`src/rtl/seq_detect_prog_if.sv`:
```
// Bus bundle for the programmable serial pattern detector.
// The master side drives configuration and the serial stream and receives
// the match pulse and match counter. The slave side is the detector.
interface seq_detect_if #(
  parameter int MAX_LEN = 8,
  parameter int CNT_W   = 8
);
  localparam int LEN_W = $clog2(MAX_LEN + 1);

  // Configuration
  logic               cfg_load;
  logic [MAX_LEN-1:0] cfg_pattern;
  logic [LEN_W-1:0]   cfg_len;
  logic               cfg_overlap;

  // Serial stream and counter control
  logic               in_valid;
  logic               din;
  logic               cnt_clear;

  // Results
  logic               match;
  logic [CNT_W-1:0]   match_count;

  modport master (
    output cfg_load, cfg_pattern, cfg_len, cfg_overlap,
    output in_valid, din, cnt_clear,
    input  match, match_count
  );

  modport slave (
    input  cfg_load, cfg_pattern, cfg_len, cfg_overlap,
    input  in_valid, din, cnt_clear,
    output match, match_count
  );
endinterface

```
`src/rtl/seq_detect_prog.sv`:
```
// Runtime-programmable serial bit-pattern detector (Moore, registered output).
// A MAX_LEN-bit history register collects qualified serial bits. A hit is
// declared when at least len bits have arrived since the last restart point
// and the newest len bits equal the low len bits of the loaded pattern.
// The pattern is written MSB-first: bit len-1 is the first bit received.
// In non-overlapping mode the fill counter restarts after each hit, so the
// next hit needs len fresh bits. A saturating counter tallies hits.
// len = 0 disables detection.
module seq_detect_prog #(
  parameter int MAX_LEN = 8,
  parameter int CNT_W   = 8
) (
  input  logic        clk,
  input  logic        rst,
  seq_detect_if.slave bus_io
);

  localparam int               LEN_W    = $clog2(MAX_LEN + 1);
  localparam logic [LEN_W-1:0] LEN_MAX  = LEN_W'(MAX_LEN);
  localparam logic [LEN_W-1:0] LEN_ZERO = {LEN_W{1'b0}};
  localparam logic [LEN_W-1:0] LEN_ONE  = {{(LEN_W-1){1'b0}}, 1'b1};
  localparam logic [CNT_W-1:0] CNT_MAX  = {CNT_W{1'b1}};
  localparam logic [CNT_W-1:0] CNT_ZERO = {CNT_W{1'b0}};
  localparam logic [CNT_W-1:0] CNT_ONE  = {{(CNT_W-1){1'b0}}, 1'b1};

  // Mask selecting the low len bits of a MAX_LEN-wide word.
  function automatic logic [MAX_LEN-1:0] len_mask(input logic [LEN_W-1:0] len);
    logic [MAX_LEN-1:0] m;
    m = {MAX_LEN{1'b0}};
    for (int i = 0; i < MAX_LEN; i++) begin
      if (i < int'(len)) begin
        m[i] = 1'b1;
      end else begin
        m[i] = 1'b0;
      end
    end
    return m;
  endfunction

  // Configuration registers
  logic [MAX_LEN-1:0] pat_q, pat_d;
  logic [LEN_W-1:0]   len_q, len_d;
  logic               ovl_q, ovl_d;

  // Stream progress registers
  logic [MAX_LEN-1:0] hist_q, hist_d;
  logic [LEN_W-1:0]   fill_q, fill_d;

  // Output registers
  logic               match_q, match_d;
  logic [CNT_W-1:0]   cnt_q, cnt_d;

  // Combinational helpers
  logic [LEN_W-1:0]   len_clamp_s;
  logic [MAX_LEN-1:0] window_s;
  logic [MAX_LEN-1:0] mask_s;
  logic               fill_ok_s;
  logic               pat_eq_s;
  logic               hit_s;

  // Clamp an over-long programmed length down to MAX_LEN.
  always_comb begin
    len_clamp_s = bus_io.cfg_len;
    if (bus_io.cfg_len > LEN_MAX) begin
      len_clamp_s = LEN_MAX;
    end else begin
      len_clamp_s = bus_io.cfg_len;
    end
  end

  // Hit detection on the bit presented this cycle; a config load swallows it.
  always_comb begin
    window_s  = {hist_q[MAX_LEN-2:0], bus_io.din};
    mask_s    = len_mask(len_q);
    fill_ok_s = ({1'b0, fill_q} + {LEN_ZERO, 1'b1}) >= {1'b0, len_q};
    pat_eq_s  = ((window_s ^ pat_q) & mask_s) == {MAX_LEN{1'b0}};
    hit_s     = bus_io.in_valid & ~bus_io.cfg_load & (len_q != LEN_ZERO)
                & fill_ok_s & pat_eq_s;
  end

  // Next-state for configuration, history, fill and match pulse.
  always_comb begin
    pat_d   = pat_q;
    len_d   = len_q;
    ovl_d   = ovl_q;
    hist_d  = hist_q;
    fill_d  = fill_q;
    match_d = 1'b0;
    if (bus_io.cfg_load) begin
      pat_d   = bus_io.cfg_pattern;
      len_d   = len_clamp_s;
      ovl_d   = bus_io.cfg_overlap;
      hist_d  = {MAX_LEN{1'b0}};
      fill_d  = LEN_ZERO;
      match_d = 1'b0;
    end else if (bus_io.in_valid) begin
      hist_d  = window_s;
      match_d = hit_s;
      if (hit_s && !ovl_q) begin
        // Non-overlapping: restart so the next hit needs len fresh bits.
        fill_d = LEN_ZERO;
      end else if (fill_q < LEN_MAX) begin
        fill_d = fill_q + LEN_ONE;
      end else begin
        fill_d = fill_q;
      end
    end else begin
      // Gaps in in_valid leave the stream intact.
      hist_d  = hist_q;
      fill_d  = fill_q;
      match_d = 1'b0;
    end
  end

  // Saturating hit counter; a clear wins over a coincident hit.
  always_comb begin
    cnt_d = cnt_q;
    if (bus_io.cnt_clear) begin
      cnt_d = CNT_ZERO;
    end else if (hit_s && (cnt_q != CNT_MAX)) begin
      cnt_d = cnt_q + CNT_ONE;
    end else begin
      cnt_d = cnt_q;
    end
  end

  // State registers with asynchronous reset; all progress is dropped on rst.
  always_ff @(posedge clk or posedge rst) begin
    if (rst) begin
      pat_q   <= {MAX_LEN{1'b0}};
      len_q   <= LEN_ZERO;
      ovl_q   <= 1'b0;
      hist_q  <= {MAX_LEN{1'b0}};
      fill_q  <= LEN_ZERO;
      match_q <= 1'b0;
      cnt_q   <= CNT_ZERO;
    end else begin
      pat_q   <= pat_d;
      len_q   <= len_d;
      ovl_q   <= ovl_d;
      hist_q  <= hist_d;
      fill_q  <= fill_d;
      match_q <= match_d;
      cnt_q   <= cnt_d;
    end
  end

  assign bus_io.match       = match_q;
  assign bus_io.match_count = cnt_q;

endmodule
```
`src/flat_wrapper.sv`:
```
// flat-port wrapper written by rule: the top's interface ports become plain ports
module seq_detect_prog_flat 
#(
  parameter int MAX_LEN = 8,
  parameter int CNT_W   = 8
)
  (clk, rst, bus_io_cfg_load, bus_io_cfg_pattern, bus_io_cfg_len, bus_io_cfg_overlap, bus_io_in_valid, bus_io_din, bus_io_cnt_clear, bus_io_match, bus_io_match_count);
  seq_detect_if #(.MAX_LEN(MAX_LEN), .CNT_W(CNT_W)) bus_io_i ();
  input  logic clk;
  input  logic rst;
  input wire logic [$bits(bus_io_i.cfg_load)-1:0] bus_io_cfg_load;
  input wire logic [$bits(bus_io_i.cfg_pattern)-1:0] bus_io_cfg_pattern;
  input wire logic [$bits(bus_io_i.cfg_len)-1:0] bus_io_cfg_len;
  input wire logic [$bits(bus_io_i.cfg_overlap)-1:0] bus_io_cfg_overlap;
  input wire logic [$bits(bus_io_i.in_valid)-1:0] bus_io_in_valid;
  input wire logic [$bits(bus_io_i.din)-1:0] bus_io_din;
  input wire logic [$bits(bus_io_i.cnt_clear)-1:0] bus_io_cnt_clear;
  output wire logic [$bits(bus_io_i.match)-1:0] bus_io_match;
  output wire logic [$bits(bus_io_i.match_count)-1:0] bus_io_match_count;
  assign bus_io_i.cfg_load = bus_io_cfg_load;
  assign bus_io_i.cfg_pattern = bus_io_cfg_pattern;
  assign bus_io_i.cfg_len = bus_io_cfg_len;
  assign bus_io_i.cfg_overlap = bus_io_cfg_overlap;
  assign bus_io_i.in_valid = bus_io_in_valid;
  assign bus_io_i.din = bus_io_din;
  assign bus_io_i.cnt_clear = bus_io_cnt_clear;
  assign bus_io_match = bus_io_i.match;
  assign bus_io_match_count = bus_io_i.match_count;
  seq_detect_prog #(.MAX_LEN(MAX_LEN), .CNT_W(CNT_W)) u_core (.clk(clk), .rst(rst), .bus_io(bus_io_i));
endmodule
```
`config.mk`:
```
export PLATFORM = sky130hd
export DESIGN_NAME = seq_detect_prog_flat
export DESIGN_NICKNAME = d
export VERILOG_FILES = /design/src/rtl/seq_detect_prog_if.sv /design/src/rtl/seq_detect_prog.sv /design/src/flat_wrapper.sv
export SDC_FILE = /design/constraint.sdc
export NUM_CORES = 1
export LEC_CHECK = 0
export BUFFER_PORTS_ARGS = -buffer_cell sky130_fd_sc_hd__buf_2
export CORE_MARGIN = 4
export CORE_UTILIZATION = 55
export DETAILED_ROUTE_END_ITERATION = 10
export GPL_ROUTABILITY_DRIVEN = 0
export PLACE_DENSITY = 0.78
export SLEW_MARGIN = 0
export SYNTH_ARGS = -nofsm -noshare
export SYNTH_HDL_FRONTEND = slang
export SYNTH_SLANG_ARGS = --single-unit
```
`constraint.sdc`:
```
create_clock -name clk -period 2.35 [get_ports clk]
set_clock_uncertainty 0.05 [all_clocks]
set_input_delay 0.1175 -clock clk [delete_from_list [all_inputs] [get_ports clk]]
set_output_delay 0.1175 -clock clk [all_outputs]
set_load 0.1 [all_outputs]
```
After elaboration in Yosys (flattened, before gate mapping)
Cells that the tools add are included.

Add/subtract/negate cells: 3. Multiply operators: 0. Div/mod/pow operators: 0. Order comparisons: 11. Eq/ne operators: 1. Shift operators: 0. Mux-type cells: 19. Bitwise operators: 7. Reductions and logical operators: 9.

Operators with widths (count): $mux 4 (5); $lt 3x4->1 const A (4); $mux 8 (2); $mux 7 (2); $mux 1 (10); $add 8x1->8 const B (1); $and 8x8->8 (1); $logic_not 8->1 (1); $lt 1x4->1 const A (2); $lt 2x4->1 const A (2); $ne 8x8->1 const B (1); $xor 8x8->8 (1); $add 4x1->5 const B (1); $ge 5x4->1 (1); $add 4x1->4 const B (1); $and 1x1->1 (4); $gt 4x4->1 const B (1); $lt 4x4->1 const B (1); $reduce_bool 2->1 (2); $reduce_bool 4->1 (1); $reduce_bool 3->1 (1); $logic_and 1x1->1 (2); $reduce_and 2->1 (1); $logic_not 1->1 (1); $not 1->1 (1).

Register bits after elaboration: 33. Latch bits: 0. RAM bits: 0. Memory bits (read-only): 0. Input bits: 19. Logic and storage cells: 57. Memories: 0.

Logic depth before layout (Yosys ltp)
Gate-level depths: netlist of run 1.

Word-level depth: 9. Depth in mapped cells: 9.

Least setup slack after synthesis of run 1
OpenSTA, ideal clock, no wires.

Path kind: reg2reg. Start point: register u_core.cnt_q[0] (netlist: u_core.bus_io.match_count[0]). End point: register u_core.cnt_q[7] (netlist: u_core.bus_io.match_count[7]). Data arrival time: 2302 ps. Required time: 2222 ps. Setup slack: -80 ps. Cell stages (with the launch flop): 7. Cell sequence: dfrtp_1 ha_1 nand3_1 nor2_1 or4_1 or3_1 a21oi_1.

Cells in the longest elaborated chain, start to end: 3. Elaborated cells between the ends (all ways): 6. Those cells by class: add/sub: 1; eq/ne: 1; mux: 2; reduce/logical: 2.

Ends and longest elaborated chain: from (decl) (RTL line seq_detect_prog.sv:51) `logic [CNT_W-1:0] cnt_q, cnt_d;`; from (signal assigned) (RTL line seq_detect_prog.sv:144) `cnt_q <= cnt_d;`; $add 8x1->8 or $ne 8x8->1 (tied branches) (RTL line seq_detect_prog.sv:121, seq_detect_prog.sv:120); $mux 8 or $logic_and 1x1->1 (tied branches) (RTL line seq_detect_prog.sv:120) `end else if (hit_s && (cnt_q != CNT_MAX)) begin`; $mux 8 or $reduce_bool 2->1 (tied branches).

Parallel ways exist; a longest one is shown, timed or not. The select of a mux whose other input is x is not followed. A chain may end at the register's enable or synchronous reset.

Worst setup path after layout of run 1
Start point: register u_core.fill_q[0]. End point: register u_core.cnt_q[0] (netlist: u_core.bus_io.match_count[0]).

Cells in the longest elaborated chain, start to end: 6.

Ends and longest elaborated chain: from (decl) (RTL line seq_detect_prog.sv:47) `logic [LEN_W-1:0] fill_q, fill_d;`; from (signal assigned) (RTL line seq_detect_prog.sv:142) `fill_q <= fill_d;`; $add 4x1->5 (RTL line seq_detect_prog.sv:75) `fill_ok_s = ({1'b0, fill_q} + {LEN_ZERO, 1'b1}) >= {1'b0, len_q};`; $ge 5x4->1 (RTL line seq_detect_prog.sv:75); $and 1x1->1 (2 in series) (RTL line seq_detect_prog.sv:78) `& fill_ok_s & pat_eq_s;`; $logic_and 1x1->1 (RTL line seq_detect_prog.sv:120); $reduce_bool 2->1 (no source line).

Every way passes these cells.

==> results of run 1 <==
## cell usage in the layout, fill, tap and decap left out, types with 3 or more instances in the layout
master	count
nor2_1	15
clkbuf_1	3
xor2_1	4
dfrtp_2	4
dfrtp_1	29
nor3_1	4
clkbuf_4	5
buf_2	27
buf_6	5
buf_4	8
dlygate4sd3_1	15
mux2_2	10
nand2_1	10
nand3_1	3
inv_1	10
a31oi_1	3
mux2i_1	10
o21ai_0	8
ha_1	5
xnor2_1	7
o21ai_1	3
## worst reg2reg max path, cell delays in order (launching register included)
cell     delay [ns]
dfrtp_1        0.43
buf_6          0.14
nand3_4        0.08
xnor2_2        0.15
ha_1           0.27
o21ai_1        0.06
o21ai_1        0.16
nand3_2        0.22
nor2_1         0.27
mux2_2         0.36
## stage by stage
stage / setup TNS [ns] / utilization [%]
after detailed placement: -0.0262 / 65.9
after global routing: -0.350 / 79.4
final: 0 / 79.4
after floorplan: 0 / -
after global placement: 0 / 65.9
after CTS: 0 / 73.9
## worst max path at each step
stage,startpoint,endpoint,slack [ns]
finish,u_core.fill_q[0],u_core.bus_io.match_count[0],0.05
global route,u_core.fill_q[0],u_core.bus_io.match_count[0],-0.07
CTS,u_core.fill_q[1],u_core.bus_io.match_count[0],0.007
detailed placement,u_core.fill_q[1],u_core.bus_io.match_count[0],-0.03
global placement,u_core.fill_q[1],u_core.bus_io.match_count[0],0.07
floorplan,u_core.bus_io.match_count[2],u_core.bus_io.match_count[7],0.12
## logic make-up (layout without fill, tap and decap cells)
| group | after synthesis | after routing | synth area share, % |
|---|---|---|---|
| and+or+nand+nor | 47 | 47 | 13.2 |
| buffers and inverters | 16 | 73 | 4.02 |
| xor gates and xnor gates | 12 | 12 | 6.14 |
| DFF | 33 | 33 | 48.2 |
| adders and majority gates | 6 | 6 | 4.39 |
| AOI/OAI and AO/OA | 29 | 29 | 11.5 |
| muxes | 20 | 20 | 12.4 |
## power by group through the flow
stage	Clock (µW)	Sequential [µW]	Combinational, µW
2_1_floorplan	0	634	115
3_3_place_gp	0	635	155
3_5_place_dp	0	638	166
4_1_cts	311	627	187
5_1_grt	342	635	231
6_report	303	632	210
## Yosys cell counts (3+ instances only)
| cell | count |
|---|---|
| mux2_2 | 10 |
| inv_1 | 10 |
| a21oi_1 | 3 |
| xnor2_1 | 8 |
| nor3_1 | 6 |
| nor2_1 | 15 |
| dfrtp_1 | 33 |
| clkbuf_1 | 3 |
| nand2_1 | 10 |
| nand3_1 | 4 |
| mux2i_1 | 10 |
| or3_1 | 3 |
| o21ai_0 | 11 |
| xor2_1 | 4 |
| a31oi_1 | 3 |
| ha_1 | 6 |
## metal layers
layer | track usage [%] | share of wire [%] | vias to the layer above
met2 | 36.3 | 53 | 37
met1 | 24.8 | 41 | 707
met4 | 5.93 | 2.3 | 0
li1 | - | - | 688
met5 | 0 | 0 | -
met3 | 6.30 | 3.3 | 12
## flip-flops by register name (all words and copies together) (netlist names)
name / cells
u_core.fill_q: 4
u_core.ovl_q: 1
u_core.hist_q: 7
u_core.len_q: 4
u_core.bus_io.match_count: 8
u_core.bus_io.match: 1
u_core.pat_q: 8
## area by class of cell
cell class / instances / area (µm²) / share of cell area, %
flip-flops and latches: 33 / 831 / 36.7
repair buffers: 55 / 402 / 17.7
inverters: 10 / 37.5 / 1.66
multi-input cells: 114 / 908 / 40.1
clock buffers: 8 / 48.8 / 2.15
well taps: 31 / 38.8 / 1.71
## repair_timing
action | 4_1_cts | 5_1_grt
endpoints found under the setup margin | 2 | 12
hold buffers | 15 | 0
endpoints found under the hold margin | 31 | 0
setup buffers | 4 | 6
pin swaps | 0 | 11
resized for setup | 0 | 25
cloned | 0 | 0
==> flow_summary.yaml, run 1 <==
setup_path:
  crit_type: "reg -> reg"
  endpoint_kind: "flip-flop"
  reg2reg_depth: 9
  arrival_ns: 2.47
  r2r_slack_ns: 0.05
  start_kind: "flip-flop"
  cp_cell_sequence: "buf_6 > nand3_4 > xnor2_2 > ha_1 > o21ai_1 > o21ai_1 > nand3_2 > nor2_1 > mux2_2"
  crit_slowest_cell: "dfrtp_1"
  cpMostUsedCell: "o21ai_1"
  critPathMaxStageDelay_ns: 0.43
  path_buf_inv: 1
  crit_fanout: 8
  path_depth: 9
  r2r_end: "u_core.bus_io.match_count[0]"
  cp.required_ns: 2.51
  crit_family: "simple AND/OR/NAND/NOR gates"
  worstReg2RegStart: "u_core.fill_q[0]"
placement:
  numPortBuffers: 27
  place_area_um2: 1880
  pre_cts_slack_ns: -0.0262
  hpwlAfterDp_um: 2620
  dp_cells: 218
timing:
  period_needed_ns: 2.30
  setup_ws_ns: 0.0462
  hold_violations: 0
  hold_slack_ns: 0.0384
  drv_slew: 0
  max_freq_ghz: 0.434
  worstMarginPinSlew_ns: 0.629
  slew_headroom_pct: 58.0
  fin_crit_sh_pct: 98.0
  rsz0062_at_grt: "true"
  setup_viol: 0
cts:
  cts_htree_levels: 2
  clk_path_buf_depth: 2
  clkSinkCount: 33
  cts-buffers-inserted: 5
  path_clk_slew_ns: 0.10
  cts-root-buf: "clkbuf_4"
  clk_latency_ns: 0.33
  cts_tree: "done"
finish:
  nets: 244
  fillers: 175
  layout-drive-gt1-share_pct: 33.2
  finalInstanceArea_um2: 2270
  final_cells: 251
  num_antenna_cells: 0
  syn_to_final_growth_pct: 32.4
global_routing:
  grt_max_degree: 29
  grt_usage_pct: 20.8
  grt_antenna_before_repair: 0
  overflow: 0
  grt_pass1_wl_um: 6680
  grt_pass1_vias: 1486
routing:
  final_antenna_net_count: 0
  drt_iter0_drc: 44
  routed_wl_um: 4160
  dr.pass1.iters: 4
  viasPerCell: 5.75
  drc: 0
  dr_total_vias: 1444
  wire_per_inst_um: 16.6
yosys:
  async_reset_ff_share_pct: 100
  synthTopCellsByArea: "dfrtp_1 (48%), mux2_2 (6.6%), mux2i_1 (5.8%)"
  syn_inst: 163
  avgSynthCellArea_um2: 10.5
  synth_area_leader_cell: "dfrtp_1"
  synth-main-ff-cell: "dfrtp_1"
  synth_edf_count: 0
  yosysUniqueCellTypes: 36
  synth_top_area_share_pct: 48.2
  seq_area_frac_synth_pct: 48.2
  synth-seq-cells: 33
  syn-num-nets: 188
  yosys_warnings: 0
  synth_area_um2: 1710
status:
  status: "completed"
min_path:
  min-delay-start: "bus_io_din"
  hold_class: "in -> reg"
  hold_end: "u_core.hist_q[0]"
  holdPathStages: 3
floorplanning:
  die_area_um2: 4070
  io_pins: 28
  initial_core_util_pct: 60.0
  die_y_um: 63.8
  die_x_um: 63.8
  coreArea_um2: 2850
  row_count: 19
pwr:
  power.density_nw_per_um2: 505
  swShare_pct: 27.8
  seqPwrFrac_pct: 55.2
  power.internal_uw: 827
  p_leak_uw: 0.00105
  p_total_uw: 1140
  pwr-share-clk_pct: 26.4
  p_switching_uw: 318
  vdd_drop_max_mv: 0.451
  comb_power_share_pct: 18.3
flow_run:
  cap_violations: 0
No activity file was read; power rests on OpenSTA's default activity.
==> run 2, diff against run 1 <==
--- a/config.mk
+++ b/config.mk
@@ -10,7 +10,9 @@
 export CORE_UTILIZATION = 55
 export DETAILED_ROUTE_END_ITERATION = 10
 export GPL_ROUTABILITY_DRIVEN = 0
+export MAX_ROUTING_LAYER = met4
 export PLACE_DENSITY = 0.78
+export SKIP_LAST_GASP = 1
 export SLEW_MARGIN = 0
 export SYNTH_ARGS = -nofsm -noshare
 export SYNTH_HDL_FRONTEND = slang
==> flow_summary.yaml, run 2 (synthesized netlist as in run 1, its figures left out) <==
routing:
  drc: 0
  top_layer_used: "met4"
  final_antenna_net_count: 0
  dr.pass1.iters: 4
  routed_wl_um: 4130
  wl_met3_um: 154
  dr_total_vias: 1428
  drt_iter0_drc: 51
  wire_per_inst_um: 16.5
  wl_met2_um: 2170
  wirelength_met1_um: 1740
  viasPerCell: 5.69
global_routing:
  grt_pass1_vias: 1479
  grt_max_degree: 29
  grt_usage_pct: 21.6
  grt_antenna_before_repair: 0
  overflow: 0
  grt_pass1_wl_um: 6680
timing:
  slew_headroom_pct: 57.9
  setup_viol: 0
  period_needed_ns: 2.30
  max_freq_ghz: 0.435
  setup_ws_ns: 0.0494
  rsz0062_at_grt: "true"
  hold_violations: 0
  drv_slew: 0
  fin_crit_sh_pct: 97.9
  worstMarginPinSlew_ns: 0.631
cts:
  clk_latency_ns: 0.33
  cts_htree_levels: 2
  cts-buffers-inserted: 5
  cts_tree: "done"
  cts-root-buf: "clkbuf_4"
  clkSinkCount: 33
  path_clk_slew_ns: 0.10
  clk_path_buf_depth: 2
setup_path:
  critPathMaxStageDelay_ns: 0.43
  crit_family: "simple AND/OR/NAND/NOR gates"
  cpMostUsedCell: "o21ai_1"
  cp_cell_sequence: "buf_6 > nand3_4 > xnor2_2 > ha_1 > o21ai_1 > o21ai_1 > nand3_2 > nor2_1 > mux2_2"
  cp.required_ns: 2.52
  endpoint_kind: "flip-flop"
  path_buf_inv: 1
  start_kind: "flip-flop"
  crit_slowest_cell: "dfrtp_1"
  crit_fanout: 8
  arrival_ns: 2.47
  crit_type: "reg -> reg"
min_path:
  hold_class: "in -> reg"
pwr:
  vdd_drop_max_mv: 0.455
  p_total_uw: 1150
  power.density_nw_per_um2: 508
  p_leak_uw: 0.00104
finish:
  nets: 244
  final_common_cell: "dfrtp_1"
  fillers: 177
  multi_input_area_um2: 902
  layout-drive-gt1-share_pct: 33.2
  final_util_pct: 79.2
  syn_to_final_growth_pct: 32.0
  register_area_um2: 831
  num_antenna_cells: 0
  final_cells: 251
  final_cell_mix: "dfrtp_1 (29), buf_2 (27), nor2_1 (15), dlygate4sd3_1 (15)"
floorplanning:
  io_pins: 28
  initial_core_util_pct: 60.0
  die_y_um: 63.8
  die_area_um2: 4070
  row_count: 19
  die_x_um: 63.8
  coreArea_um2: 2850
placement:
  pre_cts_slack_ns: -0.0262
  numPortBuffers: 27
  hpwlAfterDp_um: 2620
  dp_cells: 218
status:
  status: "completed"
flow_run:
  cap_violations: 0
-- run 2: cell count changes in the layout (fill, tap and decap cells not counted) --
cell | previous run | this run
nor3_4 | 1 | 0
nor3_2 | 1 | 2
-- run 2: report_power, final --
group	switching (µW)	internal [µW]	total [µW]
Combinational	99.4	110	210
Sequential	34.9	597	632
Clock	188	119	307
Total	322	827	1150
-- run 2: layout make-up --
class | instances | share of cell area [%]
multi-input combinational | 114 | 39.9
inverter | 10 | 1.66
sequential | 33 | 36.8
clock buffer | 8 | 2.16
tap | 31 | 1.72
timing repair buffer | 55 | 17.8
-- run 2: per-layer routing --
layer,global-route usage [%],vias up
met4,5.93,0
li1,-,689
met5,-,-
met3,6.83,8
met1,25.1,699
met2,36.0,32
-- run 2: stage by stage --
stage	hold WS, ns	setup TNS, ns	instance area [µm²]
5_1_grt	0.0241	-0.405	2260
2_1_floorplan	0.167	0	1710
3_3_place_gp	0.169	0	1880
6_report	0.0304	0	2260
4_1_cts	0.0258	0	2110
3_5_place_dp	0.181	-0.0262	1880
-- run 2: worst reg2reg max path: stages (launching register included) --
cell     delay [ns]
dfrtp_1        0.43
buf_6          0.14
nand3_4        0.08
xnor2_2        0.15
ha_1           0.27
o21ai_1        0.06
o21ai_1        0.16
nand3_2        0.22
nor2_1         0.27
mux2_2         0.36
-- run 2: final timing paths --
| kind | start | to | slack (ns) | cells after the start |
|---|---|---|---|---|
| setup / recovery | u_core.fill_q[0] | u_core.bus_io.match_count[0] | 0.05 | 9 |
| setup reg to reg | u_core.fill_q[0] | u_core.bus_io.match_count[0] | 0.05 | 9 |
| hold / removal | bus_io_din | u_core.hist_q[0] | 0.03 | 3 |
| min in group asynchronous | rst | u_core.bus_io.match_count[6] | 0.34 | 3 |
| max in group asynchronous | rst | u_core.len_q[2] | 1.23 | 4 |
| hold reg to reg | u_core.ovl_q | u_core.ovl_q | 0.49 | 1 |
-- run 2: timing repair --
item | in CTS | in global routing
endpoints found under the hold margin | 31 | 0
gates cloned | 0 | 0
pin swaps | 0 | 10
hold buffers | 15 | 0
endpoints found under the setup margin | 2 | 12
resized for setup | 0 | 24
buffers inserted | 4 | 6
==> run 3, diff against run 2 <==
--- a/config.mk
+++ b/config.mk
@@ -12,6 +12,7 @@
 export GPL_ROUTABILITY_DRIVEN = 0
 export MAX_ROUTING_LAYER = met4
 export PLACE_DENSITY = 0.78
+export RECOVER_POWER = 25
 export SKIP_LAST_GASP = 1
 export SLEW_MARGIN = 0
 export SYNTH_ARGS = -nofsm -noshare
==> flow_summary.yaml, run 3 (synthesized netlist as in run 1, its figures left out) <==
finish:
  final_util_pct: 79.2
  num_antenna_cells: 0
  final_common_cell: "dfrtp_1"
  finalInstanceArea_um2: 2260
  syn_to_final_growth_pct: 31.9
  nets: 244
  final_cell_mix: "dfrtp_1 (29), buf_2 (26), nor2_1 (15), dlygate4sd3_1 (15)"
  multi_input_area_um2: 902
  register_area_um2: 831
  fillers: 178
  layout-drive-gt1-share_pct: 32.7
placement:
  place_area_um2: 1880
  pre_cts_slack_ns: -0.0262
  hpwlAfterDp_um: 2620
  numPortBuffers: 27
routing:
  dr.pass1.iters: 4
  routed_wl_um: 4130
  final_antenna_net_count: 0
  viasPerCell: 5.69
  drt_iter0_drc: 51
  dr_total_vias: 1428
  drc: 0
  wire_per_inst_um: 16.5
pwr:
  power.internal_uw: 826
  comb_power_share_pct: 18.2
  p_switching_uw: 322
  vdd_drop_max_mv: 0.455
  p_leak_uw: 0.00103
  power.density_nw_per_um2: 509
  seqPwrFrac_pct: 55.0
  swShare_pct: 28.1
  pwr-share-clk_pct: 26.7
timing:
  drv_slew: 0
  period_needed_ns: 2.30
  setup_viol: 0
  worstMarginPinSlew_ns: 0.631
  setup_ws_ns: 0.0494
  fin_crit_sh_pct: 97.9
  slew_headroom_pct: 57.9
  hold_violations: 0
  max_freq_ghz: 0.435
  rsz0062_at_grt: "true"
min_path:
  hold_class: "in -> reg"
  hold_end: "u_core.hist_q[0]"
  min-delay-start: "bus_io_din"
  holdPathStages: 3
floorplanning:
  coreArea_um2: 2850
  io_pins: 28
  initial_core_util_pct: 60.0
  row_count: 19
  die_x_um: 63.8
  die_y_um: 63.8
  die_area_um2: 4070
cts:
  path_clk_slew_ns: 0.10
  cts-buffers-inserted: 5
  cts-root-buf: "clkbuf_4"
  clk_path_buf_depth: 2
  clk_latency_ns: 0.33
  cts_htree_levels: 2
  cts_tree: "done"
  clkSinkCount: 33
flow_run:
  cap_violations: 0
global_routing:
  grt_pass1_wl_um: 6680
  grt_max_degree: 29
  grt_usage_pct: 21.6
  grt_antenna_before_repair: 0
  overflow: 0
  grt_pass1_vias: 1479
setup_path:
  worstReg2RegStart: "u_core.fill_q[0]"
  cp.required_ns: 2.52
  r2r_slack_ns: 0.05
  crit_fanout: 8
  start_kind: "flip-flop"
  reg2reg_depth: 9
  crit_type: "reg -> reg"
  arrival_ns: 2.47
  endpoint_kind: "flip-flop"
  r2r_end: "u_core.bus_io.match_count[0]"
status:
  status: "completed"
run 3: final cells by class:
class / instances / share of cell area (%)
multi-input combinational: 114 / 39.9
sequential: 33 / 36.8
tap: 31 / 1.72
inverter: 10 / 1.66
timing repair buffer: 55 / 17.7
clock buffer: 8 / 2.16
run 3: power groups by stage:
| stage | Combinational (µW) | Clock, µW | Sequential [µW] |
|---|---|---|---|
| after CTS | 187 | 311 | 627 |
| after global routing | 231 | 345 | 635 |
| after global placement | 155 | 0 | 635 |
| after floorplan | 115 | 0 | 634 |
| after detailed placement | 166 | 0 | 638 |
| final | 210 | 307 | 632 |
run 3: critical path, cell delays in order, from the launching register on:
cell and delay [ns]:
dfrtp_1 0.43, buf_6 0.14, nand3_4 0.08, xnor2_2 0.15, ha_1 0.27, o21ai_1 0.06
o21ai_1 0.16, nand3_2 0.22, nor2_1 0.26, mux2_2 0.36
run 3: per-layer routing:
metal | vias to the layer above | part of all wire [%] | GRT usage (%)
li1 | 689 | - | -
met1 | 699 | 42 | 25.1
met2 | 32 | 53 | 36.0
met3 | 8 | 3.7 | 6.83
met4 | 0 | 1.6 | 5.93
met5 | - | 0 | -
run 3: worst max-delay path by stage:
stage / from / endpoint / slack, ns / cells past startpoint
detailed placement: u_core.fill_q[1] / u_core.bus_io.match_count[0] / -0.03 / 8
global route: u_core.fill_q[0] / u_core.bus_io.match_count[0] / -0.07 / 9
CTS: u_core.fill_q[1] / u_core.bus_io.match_count[0] / 0.007 / 8
finish: u_core.fill_q[0] / u_core.bus_io.match_count[0] / 0.05 / 9
global placement: u_core.fill_q[1] / u_core.bus_io.match_count[0] / 0.07 / 8
floorplan: u_core.bus_io.match_count[2] / u_core.bus_io.match_count[7] / 0.12 / 4
run 3: stage by stage:
| step | setup TNS (ns) | power, µW | hold slack [ns] | cells |
|---|---|---|---|---|
| after floorplan | 0 | 749 | 0.167 | 163 |
| after global placement | 0 | 791 | 0.169 | 218 |
| after detailed placement | -0.0262 | 804 | 0.181 | 218 |
| after CTS | 0 | 1120 | 0.0258 | 245 |
| after global routing | -0.405 | 1210 | 0.0241 | 251 |
| final | 0 | 1150 | 0.0304 | 251 |
run 3: timing repair:
| item | 4_1_cts | 5_1_grt |
|---|---|---|
| setup endpoints to repair | 2 | 12 |
| hold buffers | 15 | 0 |
| setup buffers | 4 | 6 |
| hold endpoints to repair | 31 | 0 |
| gates resized for setup | 0 | 24 |
| pin swaps | 0 | 10 |
